==> config.mk <==
export PLATFORM = sky130hd
export DESIGN_NAME = fighter_ctrl
export DESIGN_NICKNAME = d
export VERILOG_FILES = /design/src/rtl/fighter_pkg.sv /design/src/rtl/fighter_jump_phys.sv /design/src/rtl/fighter_ctrl.sv
export SDC_FILE = /design/constraint.sdc
export NUM_CORES = 1
export LEC_CHECK = 0
export ABC_CLOCK_PERIOD_IN_PS = 6400
export BUFFER_PORTS_ARGS = -buffer_cell sky130_fd_sc_hd__buf_4
export CORE_ASPECT_RATIO = 0.7
export CORE_MARGIN = 3
export CORE_UTILIZATION = 42
export DETAILED_ROUTE_END_ITERATION = 12
export SKIP_CTS_REPAIR_TIMING = 1
export SLEW_MARGIN = 10
export SYNTH_ARGS = -nofsm -noshare
export SYNTH_HDL_FRONTEND = slang
export SYNTH_SLANG_ARGS = --single-unit
==> constraint.sdc <==
create_clock -name Clk -period 6.4 [get_ports Clk]
set_input_delay 0.64 -clock Clk [delete_from_list [all_inputs] [get_ports Clk]]
set_output_delay 0.64 -clock Clk [all_outputs]
set_load 0.02 [all_outputs]
==> src/rtl/fighter_pkg.sv <==
// Shared types and constants for the fighter controller: action states,
// hit codes and default key bindings.
package fighter_pkg;

  typedef enum logic [3:0] {
    IDLE,
    WALK_L,
    WALK_R,
    KICK,
    PUNCH,
    DODGE,
    JUMP,
    STAGGER,
    KNOCKBACK,
    COOLDOWN
  } fstate_t;

  localparam logic [1:0] HIT_NONE  = 2'd0;
  localparam logic [1:0] HIT_LIGHT = 2'd1;
  localparam logic [1:0] HIT_HEAVY = 2'd2;

  localparam logic [7:0] KEY_LEFT_DFLT  = 8'h04;
  localparam logic [7:0] KEY_RIGHT_DFLT = 8'h07;
  localparam logic [7:0] KEY_KICK_DFLT  = 8'h18;
  localparam logic [7:0] KEY_PUNCH_DFLT = 8'h0C;
  localparam logic [7:0] KEY_DODGE_DFLT = 8'h1C;
  localparam logic [7:0] KEY_JUMP_DFLT  = 8'h1A;
  localparam logic [7:0] KEY_START_DFLT = 8'h28;

endpackage

==> src/rtl/fighter_jump_phys.sv <==
// Ballistic vertical motion: launch sets an upward speed, gravity adds 1 per
// frame, and the fighter snaps back to ground level when the next step would reach it.
module fighter_jump_phys
  import fighter_pkg::*;
#(
  parameter int Y_INIT = 300,
  parameter int JUMP_V = 12
) (
  input  logic       Clk,
  input  logic       Reset,
  input  logic       frame_tick,
  input  logic       launch,
  output logic [9:0] y,
  output logic       landed
);

  localparam logic signed [11:0] GROUND   = 12'(Y_INIT);
  localparam logic signed [11:0] V_LAUNCH = 12'(-JUMP_V);

  logic [9:0]         y_r;
  logic signed [11:0] vy_r;
  logic signed [11:0] y_next;
  logic               air_r;

  assign y_next = $signed({2'b00, y_r}) + vy_r;
  assign landed = air_r && (y_next >= GROUND);
  assign y      = y_r;

  always_ff @(posedge Clk or posedge Reset) begin
    if (Reset) begin
      y_r   <= 10'(Y_INIT);
      vy_r  <= '0;
      air_r <= 1'b0;
    end else if (frame_tick) begin
      if (launch) begin
        vy_r  <= V_LAUNCH;
        air_r <= 1'b1;
      end else if (air_r) begin
        if (landed) begin
          y_r   <= 10'(Y_INIT);
          vy_r  <= '0;
          air_r <= 1'b0;
        end else begin
          y_r  <= y_next[9:0];
          vy_r <= vy_r + 12'sd1;
        end
      end
    end
  end

endmodule

==> src/rtl/fighter_ctrl.sv <==
// Per-player fighter controller: key decode, timed action FSM, hit exchange
// with the opponent, and horizontal motion with contact and arena clamping.
module fighter_ctrl
  import fighter_pkg::*;
#(
  parameter int NKEYS           = 4,
  parameter int X_INIT          = 0,
  parameter int Y_INIT          = 300,
  parameter int X_MIN           = 0,
  parameter int X_MAX           = 639,
  parameter int FIGHTER_W       = 80,
  parameter int STEP            = 5,
  parameter int BACK_STEP       = 1,
  parameter int KNOCK_STEP      = 8,
  parameter int NEAR_X          = 40,
  parameter int NEAR_Y          = 50,
  parameter int ATTACK_FRAMES   = 8,
  parameter int COOLDOWN_FRAMES = 4,
  parameter int DODGE_FRAMES    = 6,
  parameter int STAGGER_FRAMES  = 6,
  parameter int KNOCK_FRAMES    = 5,
  parameter int JUMP_V          = 12,
  parameter logic [7:0] KEY_LEFT  = KEY_LEFT_DFLT,
  parameter logic [7:0] KEY_RIGHT = KEY_RIGHT_DFLT,
  parameter logic [7:0] KEY_KICK  = KEY_KICK_DFLT,
  parameter logic [7:0] KEY_PUNCH = KEY_PUNCH_DFLT,
  parameter logic [7:0] KEY_DODGE = KEY_DODGE_DFLT,
  parameter logic [7:0] KEY_JUMP  = KEY_JUMP_DFLT,
  parameter logic [7:0] KEY_START = KEY_START_DFLT
) (
  input  logic               Clk,
  input  logic               Reset,
  input  logic               frame_tick,
  input  logic [NKEYS*8-1:0] keys,
  input  logic [9:0]         opp_x,
  input  logic [9:0]         opp_y,
  input  logic               opp_busy,
  input  logic [1:0]         hit_in,
  input  logic               game_over,
  output logic [9:0]         pos_x,
  output logic [9:0]         pos_y,
  output fstate_t            state,
  output logic [1:0]         hit_out,
  output logic               near,
  output logic               start
);

  localparam logic signed [11:0] XLO     = 12'(X_MIN);
  localparam logic signed [11:0] XHI     = 12'(X_MAX - FIGHTER_W);
  localparam logic signed [11:0] STEP_S  = 12'(STEP);
  localparam logic signed [11:0] BACK_S  = 12'(BACK_STEP);
  localparam logic signed [11:0] KNOCK_S = 12'(KNOCK_STEP);
  localparam logic signed [11:0] NX_S    = 12'(NEAR_X);
  localparam logic signed [11:0] NY_S    = 12'(NEAR_Y);
  localparam logic [7:0] T_ATK   = 8'(ATTACK_FRAMES);
  localparam logic [7:0] T_HALF  = 8'(ATTACK_FRAMES / 2);
  localparam logic [7:0] T_COOL  = 8'(COOLDOWN_FRAMES);
  localparam logic [7:0] T_DODGE = 8'(DODGE_FRAMES);
  localparam logic [7:0] T_STAG  = 8'(STAGGER_FRAMES);
  localparam logic [7:0] T_KNOCK = 8'(KNOCK_FRAMES);

  function automatic logic key_hit(input logic [NKEYS*8-1:0] k, input logic [7:0] code);
    logic m;
    m = 1'b0;
    for (int i = 0; i < NKEYS; i++)
      if (k[i*8 +: 8] == code) m = 1'b1;
    return m;
  endfunction

  function automatic logic [9:0] sat_x(input logic signed [11:0] v);
    if (v < XLO) return XLO[9:0];
    if (v > XHI) return XHI[9:0];
    return v[9:0];
  endfunction

  fstate_t            state_r, nstate;
  logic [7:0]         timer_r, ntimer;
  logic [9:0]         x_r, nx, y_cur;
  logic [1:0]         hit_r, nhit;
  logic               start_r, launch, landed;
  logic               k_left, k_right, k_kick, k_punch, k_dodge, k_jump, k_start;
  logic signed [11:0] dx, dy, mot;
  logic               near_x, near_y, timed, evasive, is_attack;

  assign k_left  = key_hit(keys, KEY_LEFT);
  assign k_right = key_hit(keys, KEY_RIGHT);
  assign k_kick  = key_hit(keys, KEY_KICK);
  assign k_punch = key_hit(keys, KEY_PUNCH);
  assign k_dodge = key_hit(keys, KEY_DODGE);
  assign k_jump  = key_hit(keys, KEY_JUMP);
  assign k_start = key_hit(keys, KEY_START);

  assign dx     = $signed({2'b00, opp_x}) - $signed({2'b00, x_r});
  assign dy     = $signed({2'b00, opp_y}) - $signed({2'b00, y_cur});
  assign near_x = (dx < NX_S) && (dx > -NX_S);
  assign near_y = (dy < NY_S) && (dy > -NY_S);
  assign near   = near_x & near_y;

  assign timed     = state_r inside {KICK, PUNCH, DODGE, STAGGER, KNOCKBACK, COOLDOWN};
  assign evasive   = (state_r == DODGE) || (state_r == JUMP);
  assign is_attack = (state_r == KICK) || (state_r == PUNCH);

  fighter_jump_phys #(
    .Y_INIT(Y_INIT),
    .JUMP_V(JUMP_V)
  ) u_jump (
    .Clk       (Clk),
    .Reset     (Reset),
    .frame_tick(frame_tick),
    .launch    (launch),
    .y         (y_cur),
    .landed    (landed)
  );

  always_ff @(posedge Clk or posedge Reset) begin
    if (Reset) begin
      state_r <= IDLE;
      timer_r <= '0;
      x_r     <= 10'(X_INIT);
      hit_r   <= HIT_NONE;
      start_r <= 1'b0;
    end else if (frame_tick) begin
      state_r <= nstate;
      timer_r <= ntimer;
      x_r     <= nx;
      hit_r   <= nhit;
      if (k_start && !game_over) start_r <= 1'b1;
    end
  end

  // Incoming hits pre-empt everything except dodge/jump, including a timer expiring this tick.
  always_comb begin
    nstate = state_r;
    ntimer = timer_r;
    nhit   = HIT_NONE;
    launch = 1'b0;
    if (game_over) begin
      nstate = IDLE;
      ntimer = '0;
    end else if (hit_in == HIT_HEAVY && !evasive) begin
      nstate = KNOCKBACK;
      ntimer = T_KNOCK;
    end else if (hit_in == HIT_LIGHT && !evasive) begin
      nstate = STAGGER;
      ntimer = T_STAG;
    end else if (timed) begin
      if (is_attack && timer_r == T_HALF && near)
        nhit = (state_r == KICK) ? HIT_HEAVY : HIT_LIGHT;
      if (timer_r <= 8'd1) begin
        if (is_attack) begin
          nstate = COOLDOWN;
          ntimer = T_COOL;
        end else begin
          nstate = IDLE;
          ntimer = '0;
        end
      end else begin
        ntimer = timer_r - 8'd1;
      end
    end else if (state_r == JUMP) begin
      if (landed) nstate = IDLE;
    end else begin
      ntimer = '0;
      if (!opp_busy && k_kick) begin
        nstate = KICK;
        ntimer = T_ATK;
      end else if (!opp_busy && k_punch) begin
        nstate = PUNCH;
        ntimer = T_ATK;
      end else if (!opp_busy && k_dodge) begin
        nstate = DODGE;
        ntimer = T_DODGE;
      end else if (!opp_busy && k_jump) begin
        nstate = JUMP;
        launch = 1'b1;
      end else if (k_left) begin
        nstate = WALK_L;
      end else if (k_right) begin
        nstate = WALK_R;
      end else begin
        nstate = IDLE;
      end
    end
  end

  // Motion follows the state being entered this tick so position never lags state.
  always_comb begin
    mot = '0;
    case (nstate)
      WALK_L:    mot = -STEP_S;
      WALK_R:    mot = STEP_S;
      JUMP: begin
        if (k_left)       mot = -STEP_S;
        else if (k_right) mot = STEP_S;
      end
      KNOCKBACK: mot = (dx >= 12'sd0) ? -KNOCK_S : KNOCK_S;
      default:   mot = '0;
    endcase
    if (near_y && mot > 12'sd0 && dx > 12'sd0 && dx < NX_S)
      mot = -BACK_S;
    else if (near_y && mot < 12'sd0 && dx < 12'sd0 && dx > -NX_S)
      mot = BACK_S;
  end

  assign nx = sat_x($signed({2'b00, x_r}) + mot);

  assign pos_x   = x_r;
  assign pos_y   = y_cur;
  assign state   = state_r;
  assign hit_out = hit_r;
  assign start   = start_r;

endmodule

==> results.md <==
* Max IR drop VDD at 201 µV
* Width of the die at between 100 and 150 µm
* Row count at 33
* Post-synthesis compound-gate area fraction at 25.1%
* Critical path's top delay family: compound AO/OA/AOI/OAI gates
* Status: complete, no violations
* Yosys warnings at 0
* Initial Util at 44.3%
* Leak pwr at 2.89 nW
* Total Power at between 1.5 and 2 mW
* Met1 Track Usage GR at 33.6%
* Final Hold Viols at 0
* Fin crit period at between 6000 and 7000 ps
* Adder-Cell Fraction of Synth Area at about an eighth
* Num CTS Buffers at 5
* Worst-Skew Late Latency at 300 ps
* Synth Area in XOR/XNOR at 5.39%
* Grt met3 use at approximately 3.2%
* Netlist Area Pre-Place at 5340 µm²
* Antenna Cells at 0
* Via count at approximately 5400
* CP peak stage delay at 470 ps
* CTS HTree Levels at 2
* Post-route DRC at 0
* Routability cong. at just under 0.9
* Clock slew seen by the registers of the worst setup and hold paths at 70 ps
* Hold path depth at 1
* Final setup viols at 0
* Total stage count of the critical path at 26
* Global route overflow at 0
* Filler instances at about 1100
* Pins over their slew limit at 0
* Final Util at 52.9%
* Reg power frac at 25.9%
* PortBufs at 86
* Library cells used by synthesis at between 80 and 90
* Iteration count of the initial detailed-routing pass at 5
* Syn avg cell area at about 8.0 µm²
* Max Freq at ~0.17 GHz
* Initial antenna violation count at 0
* CP Capture Type: register
* All-Layer GR Usage at 21.8%
* Root Driver: clkbuf_16
* Pre-CTS setup slack at 90.8 ps
* Clock Path Buffers at 2
* Initial DRC count at 314
* Syn Nets at 776
* Multi-input logic area at 3920 µm²
* Core box area at 12100 µm²
* Most frequent cell on the critical path: a21oi_1
* Post-synth EDFFs at 0
* Mux contribution to synthesized area at 2.16%
* Die Area at 14100 µm²
* Final worst-path cycle share at 94.3%
* Busiest grt layer: met1
* P_int at 0.919 mW
* CP Max Fanout at 7
* Most used DFF post-synth: dfrtp_1
* CP required at 6580 ps
* Cells after Synth at roughly 670
* First-pass GRT wire length at 25600 µm
* Final hold slack at 461 ps
* Max cap viols at 0
* Critical path class: register to register
* Largest net degree at the start of global routing at 49
* FF+latch count, synth at 48
* Pin slew with the least headroom to its limit at about 1000 ps
* Clock sink count at 48
* P&R area growth vs syn at 19.4%
* Fraction of registers with async set/reset at 100%
* Layout Skew at ~13 ps
* Vias per inst at just under 6
* Final worst-path setup slack at about 370 ps
* Hold WC Path Type: register to register
* Worst reg2reg path depth at 26
* Nets at between 800 and 900
* I/O pins at 87
* Power per Cell Area at 253 nW/µm²
* Relative slew slack at about a third
* Critical path buffers and inverters at 0
* Vias in the first global route at around 5200
* Clock Power Share at 19.6%
* Die Ht at 100 µm
* Simple-gate share of the synthesized area at 28.2%
* Remaining antenna violation count at 0
* Setup TNS at 0 ps
* Combinational power share at 54.6%
* DR WL/cell at 17.3 µm
* DP HPWL at 12700 µm
* Layout cells sized above 1 at 18.4%
* Sw frac at 43.1%
* CTS tree: done
* Switching power at 0.695 mW
* Met2 Usage GRT at around 33%
* Slowest cell on crit path: fa_1
* Worst EP arrival at just over 6000 ps
* WL final at around 16000 µm
* Largest family of logic cells by synthesized area: simple AND/OR/NAND/NOR gates
* Crit start category: register
* Register area share after synthesis at 22.6%
* FF+latch area at about 1200 µm²
## cells in the final DEF, fill, tap and decap left out, types with 7 or more instances in the layout
| cell | Yosys | routed |
|---|---|---|
| buf_4 | 1 | 92 |
| nor2_1 | 60 | 58 |
| nand2_1 | 51 | 51 |
| a21oi_1 | 51 | 49 |
| ha_1 | 45 | 45 |
| inv_1 | 45 | 44 |
| dfrtp_1 | 44 | 44 |
| o21ai_0 | 33 | 33 |
| nand4_1 | 21 | 21 |
| nor3_1 | 20 | 19 |
| nand3_1 | 18 | 18 |
| xnor2_1 | 16 | 16 |
| xor2_1 | 15 | 14 |
| nor2b_1 | 14 | 14 |
| and3_1 | 12 | 12 |
| a21o_1 | 11 | 11 |
| o21a_1 | 11 | 11 |
| o21ai_1 | 11 | 10 |
| nand2b_1 | 9 | 9 |
| nor4_1 | 8 | 8 |
| or3_1 | 8 | 8 |
| mux2i_1 | 7 | 7 |
## Yosys cell counts, types with 7 or more instances
master / count / area (µm²)
or3_1: 8 / 50.1
nor2b_1: 14 / 87.6
inv_1: 45 / 169
ha_1: 45 / 563
nor4_1: 8 / 50.1
nand2b_1: 9 / 56.3
nor2_1: 60 / 225
a21oi_1: 51 / 255
xor2_1: 15 / 131
and3_1: 12 / 75.1
nand2_1: 51 / 191
o21a_1: 11 / 82.6
clkbuf_1: 8 / 30.0
o21ai_1: 11 / 55.1
a21o_1: 11 / 82.6
dfrtp_1: 44 / 1100
nand4_1: 21 / 131
nand3_1: 18 / 90.1
o21ai_0: 33 / 165
mux2i_1: 7 / 70.1
nor3_1: 20 / 100
xnor2_1: 16 / 140
## worst paths after layout
path / startpoint / end / slack (ps)
max: u_jump.y[0] / pos_x[5] / 370
min: start / start / 460
max reg2reg: u_jump.y[0] / pos_x[5] / 370
min reg2reg: start / start / 460
max in group asynchronous: Reset / timer_r[3] / 5470
min in group asynchronous: Reset / timer_r[6] / 510
## flip-flops by register name, summed over array words and instances (netlist names)
name	flops
hit_out	2
pos_x	10
start	1
state	4
timer_r	8
u_jump.air_r	1
u_jump.vy_r	12
u_jump.y	10
## cell families after synthesis
kind of cell / after synthesis
AND/OR/NAND/NOR: 270
AO/OA/AOI/OAI: 199
buffers and inverters: 60
adder cells (fa/ha/maj): 49
flip-flops: 48
XOR/XNOR: 32
multiplexers: 10
## metrics by stage
stage	instances	instance area (µm²)
floorplan	668	5340
global placement	902	6150
detailed placement	902	6150
CTS	910	6320
global route	912	6370
finish	912	6370
## layer usage
metal  up-vias  wire length, µm
li1       2668                -
met4         0              109
met2       146             6760
met3        13              727
met5         -                0
met1      2558             8160
## worst reg2reg max path, delay by kind of cell, from the launching register on
family / cells / cell delay (ps)
XOR/XNOR: 1 / 160
flip-flops: 1 / 430
multiplexers: 1 / 220
AO/OA/AOI/OAI: 15 / 2970
adder cells (fa/ha/maj): 3 / 1170
AND/OR/NAND/NOR: 6 / 980
## power groups by stage
| stage | Clock, mW | Sequential (mW) | Combinational, mW |
|---|---|---|---|
| 3_5_place_dp | 0 | 0.422 | 0.857 |
| 5_1_grt | 0.338 | 0.425 | 0.975 |
| 6_report | 0.316 | 0.417 | 0.881 |
| 4_1_cts | 0.321 | 0.417 | 0.864 |
| 2_1_floorplan | 0 | 0.439 | 0.594 |
| 3_3_place_gp | 0 | 0.421 | 0.844 |
## area by class of cell
class	instances	share of cell area (%)
Clock buffer	6	2.18
Tap cell	157	3.08
Clock inverter	2	0.609
Timing Repair Buffer	92	10.8
Inverter	47	2.81
Sequential cell	48	18.9
Multi-Input combinational cell	560	61.6
Power figures use the tool's default switching activity.
